## config.mk

```make
export PLATFORM = sky130hd
export DESIGN_NAME = piso_serializer
export DESIGN_NICKNAME = d
export VERILOG_FILES = /design/src/rtl/piso_serializer.sv
export SDC_FILE = /design/constraint.sdc
export NUM_CORES = 1
export LEC_CHECK = 0
export CAP_MARGIN = 20
export CORE_UTILIZATION = 45
export CTS_CLUSTER_DIAMETER = 60
export DETAILED_ROUTE_END_ITERATION = 16
export HOLD_SLACK_MARGIN = 0.12
export MAX_ROUTING_LAYER = met4
export PLACE_DENSITY = 0.74
export SLEW_MARGIN = 20
export SYNTH_ARGS = -nofsm -noshare
export SYNTH_HDL_FRONTEND = slang
export SYNTH_SLANG_ARGS = --single-unit
export TNS_END_PERCENT = 30
```

## constraint.sdc

```tcl
create_clock -name clk -period 2 [get_ports clk]
set_input_delay 0.4 -clock clk [delete_from_list [all_inputs] [get_ports clk]]
set_output_delay 0.4 -clock clk [all_outputs]
set_load 0.1 [all_outputs]
```

## src/rtl/piso_serializer.sv

```systemverilog
// Parallel-in serial-out framer: start bit, data MSB-first, optional parity,
// then a forced idle gap. Its ser_out feeds the downstream siso delay line.
module piso_serializer #(
   parameter int unsigned WIDTH      = 8,
   parameter bit          PARITY_EN  = 1'b1,
   parameter bit          PARITY_ODD = 1'b0,
   parameter int unsigned GAP_CYCLES = 2
) (
   input  logic             clk,
   input  logic             rst,
   input  logic [WIDTH-1:0] in_data,
   input  logic             in_valid,
   output logic             in_ready,
   output logic             ser_out,
   output logic             ser_active,
   output logic             frame_done
);

   localparam int unsigned   BW       = $clog2(WIDTH);
   localparam logic [BW-1:0] BIT_LAST = BW'(WIDTH - 1);

   typedef enum logic [2:0] {
      S_IDLE,
      S_START,
      S_DATA,
      S_PARITY,
      S_GAP
   } state_t;

   state_t           state_q, state_d;
   logic [WIDTH-1:0] shift_q, shift_d;
   logic [BW-1:0]    bit_cnt_q, bit_cnt_d;
   logic             parity_q, parity_d;
   logic             ser_out_q, ser_out_d;
   logic             ser_active_q, ser_active_d;
   logic             frame_done_q, frame_done_d;
   logic             gap_clr;
   logic             gap_inc;
   logic             gap_last;
   logic             accept;

   assign in_ready   = (state_q == S_IDLE);
   assign accept     = in_valid && in_ready;
   assign ser_out    = ser_out_q;
   assign ser_active = ser_active_q;
   assign frame_done = frame_done_q;

   always_comb begin
      state_d      = state_q;
      shift_d      = shift_q;
      bit_cnt_d    = bit_cnt_q;
      parity_d     = parity_q;
      ser_out_d    = 1'b0;
      ser_active_d = 1'b0;
      frame_done_d = 1'b0;
      gap_clr      = 1'b0;
      gap_inc      = 1'b0;
      unique case (state_q)
         S_IDLE: begin
            if (accept) begin
               shift_d      = in_data;
               parity_d     = (^in_data) ^ PARITY_ODD;
               state_d      = S_START;
               ser_out_d    = 1'b1;
               ser_active_d = 1'b1;
            end
         end
         S_START: begin
            state_d      = S_DATA;
            bit_cnt_d    = '0;
            ser_out_d    = shift_q[WIDTH-1];
            shift_d      = shift_q << 1;
            ser_active_d = 1'b1;
         end
         S_DATA: begin
            if (bit_cnt_q != BIT_LAST) begin
               bit_cnt_d    = bit_cnt_q + BW'(1);
               ser_out_d    = shift_q[WIDTH-1];
               shift_d      = shift_q << 1;
               ser_active_d = 1'b1;
            end else if (PARITY_EN) begin
               state_d      = S_PARITY;
               ser_out_d    = parity_q;
               ser_active_d = 1'b1;
            end else begin
               frame_done_d = 1'b1;
               if (GAP_CYCLES != 0) begin
                  state_d = S_GAP;
                  gap_clr = 1'b1;
               end else begin
                  state_d = S_IDLE;
               end
            end
         end
         S_PARITY: begin
            frame_done_d = 1'b1;
            if (GAP_CYCLES != 0) begin
               state_d = S_GAP;
               gap_clr = 1'b1;
            end else begin
               state_d = S_IDLE;
            end
         end
         S_GAP: begin
            if (gap_last) begin
               state_d = S_IDLE;
            end else begin
               gap_inc = 1'b1;
            end
         end
         default: state_d = S_IDLE;
      endcase
   end

   always_ff @(posedge clk) begin
      if (rst) begin
         state_q      <= S_IDLE;
         shift_q      <= '0;
         bit_cnt_q    <= '0;
         parity_q     <= 1'b0;
         ser_out_q    <= 1'b0;
         ser_active_q <= 1'b0;
         frame_done_q <= 1'b0;
      end else begin
         state_q      <= state_d;
         shift_q      <= shift_d;
         bit_cnt_q    <= bit_cnt_d;
         parity_q     <= parity_d;
         ser_out_q    <= ser_out_d;
         ser_active_q <= ser_active_d;
         frame_done_q <= frame_done_d;
      end
   end

   // No gap counter exists at all when the gap is zero-length.
   if (GAP_CYCLES != 0) begin : g_gap
      localparam int unsigned   GW       = $clog2(GAP_CYCLES + 1);
      localparam logic [GW-1:0] GAP_LAST = GW'(GAP_CYCLES - 1);

      logic [GW-1:0] gap_cnt_q, gap_cnt_d;

      always_comb begin
         gap_cnt_d = gap_cnt_q;
         if (gap_clr) begin
            gap_cnt_d = '0;
         end else if (gap_inc) begin
            gap_cnt_d = gap_cnt_q + GW'(1);
         end
      end

      always_ff @(posedge clk) begin
         if (rst) begin
            gap_cnt_q <= '0;
         end else begin
            gap_cnt_q <= gap_cnt_d;
         end
      end

      assign gap_last = (gap_cnt_q == GAP_LAST);
   end else begin : g_nogap
      assign gap_last = 1'b1;
   end

endmodule

```

==> impl_metrics.yaml, run 1 <==
run_status:
  status: "finished, final reports clean"
clocking:
  cts_hold_buf: 0
  clock-sinks: 20
  clkTransAtPathRegs_ps: 120
  post_cts_buffers: 0
  cts_max_level: 1
  cts-resized-gates: 0
  cts_made_buffers: 3
  insertion_delay_ps: 310
  cts-root-buf: "clkbuf_4"
  tritoncts: "built"
  cts_max_path_buffers: 2
timing:
  setup_violations: 0
  rsz0062_at_grt: "no"
  maxSlewHeadroom: 0.654
  max_freq_mhz: 532
  min_period_ps: 1880
  worst_slack_ps: 121
  drv_slew: 0
  tns_ps: 0
  fin_crit_sh: 0.940
  clock-skew-final_ps: 9.57
  timing_worst_slew_pin_value_ps: 518
  hold_viol: 0
finish:
  multi_input_area_um2: 576
  regArea_um2: 400
  fin_util: 0.618
  n_antenna_cell: 0
  fillers: 197
  drive_gt1_frac: 0.176
  area_growth_pct: 23.2
  finalNetCount: 146
  finalInstanceArea_um2: 1260
pwr:
  p_leak_nw: 0.473
  peakVddDrop_mv: 0.588
  p_per_area_nw_per_um2: 884
worst_setup_path:
  crit_fanout: 12
  end_kind: "primary output"
  cp.arrival_ps: 1480
  path_class: "reg -> out"
  required_ps: 1600
  crit_path_start_kind: "flip-flop"
die:
  dieArea_um2: 2470
  num_rows: 16
  core_area_um2: 2040
  die_h_um: 49.7
  initial_utilization: 0.501
  fp.dieW_um: 49.7
  io_pins: 15
route:
  routedWlPerCell_um: 13.3
  drtIter0Drc: 15
  vias: 860
  finalWirelength_um: 2090
  first_pass_iters: 4
  drc_errors: 0
  viasPerCell: 5.44
  antenna_left: 0
logic_synthesis:
  synth_nets: 129
  synthCells: 115
  synth_top_flop_cell: "dfxtp_1"
  synth_top_area_cell: "dfxtp_1"
  synth.most_common_cell: "dfxtp_1"
  avgSynthCellArea_um2: 8.90
  async_reset_ff_frac: 0
  synth_top_area_share: 0.391
  yosys_warnings: 0
  ys_seq_area_frac: 0.391
  ys_top_cells_by_area: "dfxtp_1 (39%), xnor2_1 (6.8%), a311oi_1 (6.0%)"
  yosys-top-cells-count: "dfxtp_1 (20), nor2_1 (15), nand2_1 (10)"
  ys_ff_latch: 20
  synth_edf_count: 0
  syn-cell-area_um2: 1020
  synth_cell_type_count: 32
hold_path:
  hp-class: "reg -> reg"
placed_design:
  place_congestion: 0.799
  port_buffers: 14
  dp_hpwl_um: 1510
  pre_cts_slack_ps: 160
  placed_cell_area_um2: 1210
grt:
  grt_usage: 0.194
  grt_pass1_vias: 804
  antenna_found_initial: 0
  grt_max_degree: 16
  overflow: 0
  grt_pass1_wl_um: 3420
run:
  cap_violations: 0
==> worst paths after layout <==
check / from / to / slack [ps] / depth (start not counted)
max: state_q[0] / in_ready / 120 / 3
min: shift_q[4] / shift_q[5] / 480 / 2
max reg2reg: bit_cnt_q[0] / shift_q[4] / 230 / 7
min reg2reg: shift_q[4] / shift_q[5] / 480 / 2
==> per-stage QoR <==
step	total power, mW	cells	hold WS, ps
floorplan	0.703	115	446
global placement	0.785	154	467
detailed placement	0.794	154	471
CTS	1.12	158	475
global route	1.17	158	496
finish	1.12	158	476
==> metal layers <==
layer / vias to the layer above / wire, um / GRT usage
li1: 447 / - / -
met1: 391 / 944 / 0.209
met2: 18 / 1040 / 0.329
met3: 4 / 59 / 0.0370
met4: 0 / 48 / 0.114
met5: - / 0 / -
==> cell type report <==
class                   instances  area share
clock buffers                   3      0.0179
well taps                      27      0.0268
multi-input cells              84       0.456
flip-flops and latches         20       0.317
clock inverters                 1      0.0238
repair buffers                 20       0.149
inverters                       3     0.00893
==> worst max-delay path, cell delays in order, from the launching register on <==
cell	delay, ps
dfxtp_1	450
buf_4	230
nor3_4	280
buf_12	220
==> cell usage in the layout (no fill, tap or decap) <==
| cell | n |
|---|---|
| dfxtp_1 | 20 |
| nor2_1 | 15 |
| nand2_1 | 10 |
| clkdlybuf4s50_1 | 10 |
| buf_4 | 9 |
| xnor2_1 | 8 |
| a311oi_1 | 7 |
| o21ai_0 | 7 |
| a21oi_1 | 5 |
| inv_1 | 3 |
| nor3_1 | 3 |
| a2bb2oi_1 | 3 |
| ha_1 | 3 |
| clkbuf_4 | 3 |
| nor3_4 | 2 |
| nand2b_1 | 2 |
| a2111oi_0 | 2 |
| a311oi_2 | 2 |
| a22oi_1 | 2 |
| nor3b_2 | 1 |
| nor2b_1 | 1 |
| a21boi_0 | 1 |
| a2111oi_1 | 1 |
| nor2_2 | 1 |
| nor3_2 | 1 |
| and3_1 | 1 |
| o21a_1 | 1 |
| o21ba_2 | 1 |
| nand3_1 | 1 |
| nor4_1 | 1 |
| or2_2 | 1 |
| mux2i_1 | 1 |
| bufinv_16 | 1 |
| buf_12 | 1 |
==> registers in the layout, summed over array words and instances, names as in the netlist <==
register and flops:
g_gap.gap_cnt_q 2, parity_q 1, shift_q 8, ser_out 1, frame_done 1, ser_active 1
state_q 3, bit_cnt_q 3
==> logic make-up after synthesis <==
family	share of synthesized area
DFF	0.391
and+or+nand+nor	0.197
buffers and inverters	0.0575
muxes	0.00978
AOI/OAI and AO/OA	0.240
adders and majority gates	0.0367
xor gates and xnor gates	0.0685
==> power breakdown <==
| part | internal [mW] | total, mW | switching (mW) |
|---|---|---|---|
| clock network | 0.203 | 0.331 | 0.128 |
| registers | 0.437 | 0.472 | 0.0342 |
| logic | 0.130 | 0.313 | 0.183 |
Note: power is estimated with default switching activity, not from simulation.
==> inputs of run 2 (changes only) <==
--- a/config.mk
+++ b/config.mk
@@ -5,13 +5,14 @@
 export SDC_FILE = /design/constraint.sdc
 export NUM_CORES = 1
 export LEC_CHECK = 0
+export ABC_AREA = 1
 export CAP_MARGIN = 20
 export CORE_UTILIZATION = 45
 export CTS_CLUSTER_DIAMETER = 60
 export DETAILED_ROUTE_END_ITERATION = 16
 export HOLD_SLACK_MARGIN = 0.12
 export MAX_ROUTING_LAYER = met4
-export PLACE_DENSITY = 0.74
+export PLACE_DENSITY = 0.73
 export SLEW_MARGIN = 20
 export SYNTH_ARGS = -nofsm -noshare
 export SYNTH_HDL_FRONTEND = slang
==> impl_metrics.yaml, run 2 <==
placed_design:
  place_congestion: 0.755
  port_buffers: 14
  dp_hpwl_um: 1700
clocking:
  cts-resized-gates: 0
  cts_made_buffers: 3
  cts_max_path_buffers: 2
  cts-root-buf: "clkbuf_4"
  post_cts_buffers: 0
  clock-sinks: 20
  cts_max_level: 1
  insertion_delay_ps: 300
  cts_hold_buf: 0
  tritoncts: "built"
  clkTransAtPathRegs_ps: 110
worst_setup_path:
  crit_slowest_cell: "dfxtp_1"
  path_cells: "inv_2 -> nand2_1 -> nor2_2 -> buf_12"
  crit_fanout: 4
  required_ps: 1600
  path_class: "reg -> out"
  crit_path_start_kind: "flip-flop"
  max_stage_delay_ps: 370
  end_kind: "primary output"
  cp.arrival_ps: 1240
die:
  core_area_um2: 2300
  initial_utilization: 0.492
  die_h_um: 52.1
  num_rows: 17
  dieArea_um2: 2720
  fp.dieW_um: 52.1
  io_pins: 15
timing:
  min_period_ps: 1640
  fin_hold_ws_ps: 477
  drv_slew: 0
  max_freq_mhz: 610
  timing_worst_slew_pin_value_ps: 464
  fin_crit_sh: 0.819
  hold_viol: 0
  clock-skew-final_ps: 2.41
  tns_ps: 0
  maxSlewHeadroom: 0.688
  setup_violations: 0
  rsz0062_at_grt: "no"
logic_synthesis:
  yosys.area_share.simple: 0.363
  async_reset_ff_frac: 0
  synth_top_flop_cell: "dfxtp_1"
  avgSynthCellArea_um2: 6.61
  synth_top_area_share: 0.354
  ys_top_cells_by_area: "dfxtp_1 (35%), nand2_1 (17%), inv_1 (8.6%)"
  synth_mux_area_frac: 0
  synth_nets: 185
  synth_top_family_by_area: "simple AND/OR/NAND/NOR gates"
  yosys-top-cells-count: "nand2_1 (52), inv_1 (26), nor2_1 (24)"
  yosys_warnings: 0
  syn-cell-area_um2: 1130
  synth_fa_ha_area_frac: 0.0332
  synthCells: 171
  synth_compound_area_frac: 0.116
  synth-xor-area-share: 0.00774
  synth_top_area_cell: "dfxtp_1"
  ys_ff_latch: 20
  synth.most_common_cell: "nand2_1"
  synth_cell_type_count: 26
  synth_edf_count: 0
  ys_seq_area_frac: 0.354
route:
  finalWirelength_um: 2160
  routedWlPerCell_um: 10.0
  drtIter0Drc: 25
  wl_met2_um: 1070
  first_pass_iters: 4
  viasPerCell: 4.72
  antenna_left: 0
  vias: 1015
  highest_layer: "met4"
  met1_length_um: 1010
  drc_errors: 0
  wl_met3_um: 48
pwr:
  peakVddDrop_mv: 0.372
  total_power_mw: 0.986
  combPwrFrac: 0.300
  pwr-share-clk: 0.236
  internal_power_mw: 0.651
  switching_power_mw: 0.335
  pwr-share-seq: 0.464
  p_leak_nw: 0.684
  p_per_area_nw_per_um2: 745
  switching_share: 0.340
grt:
  grt_usage: 0.186
  overflow: 0
  grt_pass1_vias: 938
  grt_max_degree: 16
  antenna_found_initial: 0
  grt_pass1_wl_um: 3620
run:
  cap_violations: 0
finish:
  finalNetCount: 202
  top_register: "shift_q"
  top_regs: "shift_q (8), bit_cnt_q (3), state_q (3)"
  drive_gt1_frac: 0.128
  largest_register_ffs: 8
  n_antenna_cell: 0
  fin_util: 0.576
  area_growth_pct: 16.9
  fillers: 231
  mostFrequentLayoutCell: "nand2_1"
  final_cell_mix: "nand2_1 (52), inv_1 (26), nor2_1 (24), dfxtp_1 (20), o21ai_0 (11)"
hold_path:
  hp-class: "reg -> reg"
run_status:
  status: "finished, final reports clean"
[run 2: cell types whose count changed after synthesis, moves of 7 or more]
cell      previous run  this run
a311oi_1             7         0
inv_1                3        26
nand2_1             10        52
nor2_1              15        24
xnor2_1              8         1
[run 2: final cells by class]
class | instances | area (um2) | share of cell area
Clock buffer | 4 | 36.3 | 0.0274
Multi-Input combinational cell | 119 | 588 | 0.445
Tap cell | 28 | 35.0 | 0.0265
Sequential cell | 20 | 400 | 0.303
Timing Repair Buffer | 14 | 143 | 0.108
Inverter | 30 | 120 | 0.0908
[run 2: cell families after synthesis]
group,after synthesis
and+or+nand+nor,91
buffers and inverters,32
AOI/OAI and AO/OA,24
DFF,20
adders and majority gates,3
xor gates and xnor gates,1
[run 2: power groups by stage]
stage | sequential, mW | combinational (mW) | clock (mW)
6_report | 0.457 | 0.295 | 0.233
5_1_grt | 0.461 | 0.332 | 0.254
3_5_place_dp | 0.466 | 0.296 | 0
4_1_cts | 0.457 | 0.298 | 0.236
2_1_floorplan | 0.494 | 0.196 | 0
3_3_place_gp | 0.464 | 0.289 | 0
[run 2: metrics by stage]
stage | area, um2 | std cells | setup WS (ps)
after floorplan | 1130 | 171 | 28.3
after global placement | 1290 | 211 | 333
after detailed placement | 1290 | 211 | 263
after CTS | 1320 | 215 | 358
after global routing | 1320 | 215 | 285
final | 1320 | 215 | 362
[run 2: path summary, 6_finish.rpt]
check | start | end | slack (ps) | depth (start not counted)
setup reg to reg | bit_cnt_q[0] | bit_cnt_q[0] | 610 | 6
setup / recovery | state_q[0] | in_ready | 360 | 4
hold reg to reg | g_gap.gap_cnt_q[1] | g_gap.gap_cnt_q[1] | 480 | 2
hold / removal | g_gap.gap_cnt_q[1] | g_gap.gap_cnt_q[1] | 480 | 2
[run 2: routing by layer]
metal | track usage | vias up
met3 | 0.0263 | 4
met4 | 0.0658 | 0
met2 | 0.340 | 13
met5 | - | -
met1 | 0.203 | 446
li1 | - | 552
[run 2: worst max-delay path, delay by kind of cell, from the launching register on]
family	cells	cell delay (ps)
and+or+nand+nor	2	260
DFF	1	370
buffers and inverters	2	300
==> inputs of run 3 (changes only) <==
==> constraint.sdc (replaced) <==
create_clock -name clk -period 1.69 [get_ports clk]
set_input_delay 0.338 -clock clk [delete_from_list [all_inputs] [get_ports clk]]
set_output_delay 0.338 -clock clk [all_outputs]
set_load 0.1 [all_outputs]
==> impl_metrics.yaml, run 3 (synthesis results as in run 2) <==
run_status:
  status: "finished, final reports clean"
grt:
  grt_pass1_vias: 923
  grt_max_degree: 16
  antenna_found_initial: 0
  grt_usage: 0.181
  grt_pass1_wl_um: 3550
  overflow: 0
pwr:
  switching_share: 0.348
  pwr-share-seq: 0.481
  internal_power_mw: 0.739
  p_per_area_nw_per_um2: 829
  switching_power_mw: 0.395
  pwr-share-clk: 0.195
  combPwrFrac: 0.325
  peakVddDrop_mv: 0.578
  p_leak_nw: 0.698
worst_setup_path:
  required_ps: 1350
  path_class: "reg -> out"
  crit_fanout: 4
  path_cells: "inv_2 -> nand2_1 -> nor2_4 -> buf_12"
  cp.arrival_ps: 1200
  crit_slowest_cell: "dfxtp_1"
  crit_path_start_kind: "flip-flop"
  max_stage_delay_ps: 370
  end_kind: "primary output"
finish:
  fillers: 197
  top_register: "shift_q"
  drive_gt1_frac: 0.133
  top_regs: "shift_q (8), bit_cnt_q (3), state_q (3)"
  mostFrequentLayoutCell: "nand2_1"
  area_growth_pct: 20.8
  n_antenna_cell: 0
  final-instance-count-excl-fill: 216
  finalNetCount: 204
  final_cell_mix: "nand2_1 (52), inv_1 (26), nor2_1 (24), dfxtp_1 (20), o21ai_0 (11)"
  largest_register_ffs: 8
timing:
  maxSlewHeadroom: 0.704
  setup_violations: 0
  clock-skew-final_ps: 1.84
  hold_viol: 0
  drv_slew: 0
  timing_worst_slew_pin_value_ps: 441
  max_freq_mhz: 648
  fin_crit_sh: 0.913
  min_period_ps: 1540
  rsz0062_at_grt: "no"
  tns_ps: 0
clocking:
  cts_made_buffers: 3
  clock-sinks: 20
  insertion_delay_ps: 300
  cts-root-buf: "clkbuf_4"
  cts-resized-gates: 0
  cts_max_level: 1
  cts_hold_buf: 0
  cts_max_path_buffers: 2
  post_cts_buffers: 0
  tritoncts: "built"
  clkTransAtPathRegs_ps: 100
die:
  initial_utilization: 0.492
  die_h_um: 52.1
  dieArea_um2: 2720
  core_area_um2: 2300
  num_rows: 17
  fp.dieW_um: 52.1
  io_pins: 15
route:
  vias: 1036
  routedWlPerCell_um: 9.81
  antenna_left: 0
  finalWirelength_um: 2120
  viasPerCell: 4.80
  drc_errors: 0
  drtIter0Drc: 21
  first_pass_iters: 4
placed_design:
  place_congestion: 0.812
  post-place-cells: 213
  dp_hpwl_um: 1640
  port_buffers: 14
run:
  cap_violations: 0
hold_path:
  hp-class: "reg -> reg"
[run 3: cell types whose count changed in the layout (fill, tap and decap cells not counted), sizes merged]
cell / before / now
buf: 4 / 6
clkbuf: 4 / 3
[run 3: worst max-delay path: cells and delay by family, from the launching register on]
kind                   cells  cell delay (ps)
flip-flops                 1              370
AND/OR/NAND/NOR            2              240
buffers and inverters      2              290
[run 3: path summary, 6_finish.rpt]
check / cells after the start / slack (ps) / start / endpoint
worst max-delay path: 4 / 150 / state_q[0] / in_ready
worst min register to register: 2 / 470 / g_gap.gap_cnt_q[1] / g_gap.gap_cnt_q[1]
worst min-delay path: 2 / 470 / g_gap.gap_cnt_q[1] / g_gap.gap_cnt_q[1]
worst max register to register: 6 / 270 / bit_cnt_q[0] / bit_cnt_q[0]
[run 3: per-layer routing]
metal	vias up	track usage	share of wire
met1	458	0.198	0.48
met3	4	0.0263	0.038
li1	558	-	-
met4	0	0.0789	0.017
met2	16	0.325	0.47
met5	-	-	0
[run 3: cell type report]
| cell class | count | area (um2) | share of cell area |
|---|---|---|---|
| Tap cell | 28 | 35.0 | 0.0256 |
| Clock buffer | 3 | 22.5 | 0.0165 |
| Inverter | 30 | 120 | 0.0879 |
| Multi-Input combinational cell | 119 | 593 | 0.434 |
| Timing Repair Buffer | 16 | 195 | 0.143 |
| Sequential cell | 20 | 400 | 0.293 |
[run 3: stage by stage]
stage / utilization / hold WS, ps / power, mW / cell area (um2) / setup WS [ps]
final: 0.595 / 475 / 1.13 / 1370 / 148
after global routing: 0.595 / 499 / 1.21 / 1370 / 60.2
after CTS: 0.595 / 478 / 1.14 / 1370 / 137
after detailed placement: 0.585 / 462 / 0.924 / 1340 / 103
after global placement: 0.585 / 443 / 0.913 / 1340 / 176
after floorplan: - / 400 / 0.819 / 1140 / 51.9
[run 3: power groups by stage]
| stage | sequential (mW) | combinational (mW) | clock [mW] |
|---|---|---|---|
| floorplan | 0.585 | 0.234 | 0 |
| global placement | 0.554 | 0.359 | 0 |
| detailed placement | 0.556 | 0.368 | 0 |
| CTS | 0.545 | 0.370 | 0.230 |
| global route | 0.550 | 0.410 | 0.247 |
| finish | 0.545 | 0.368 | 0.220 |
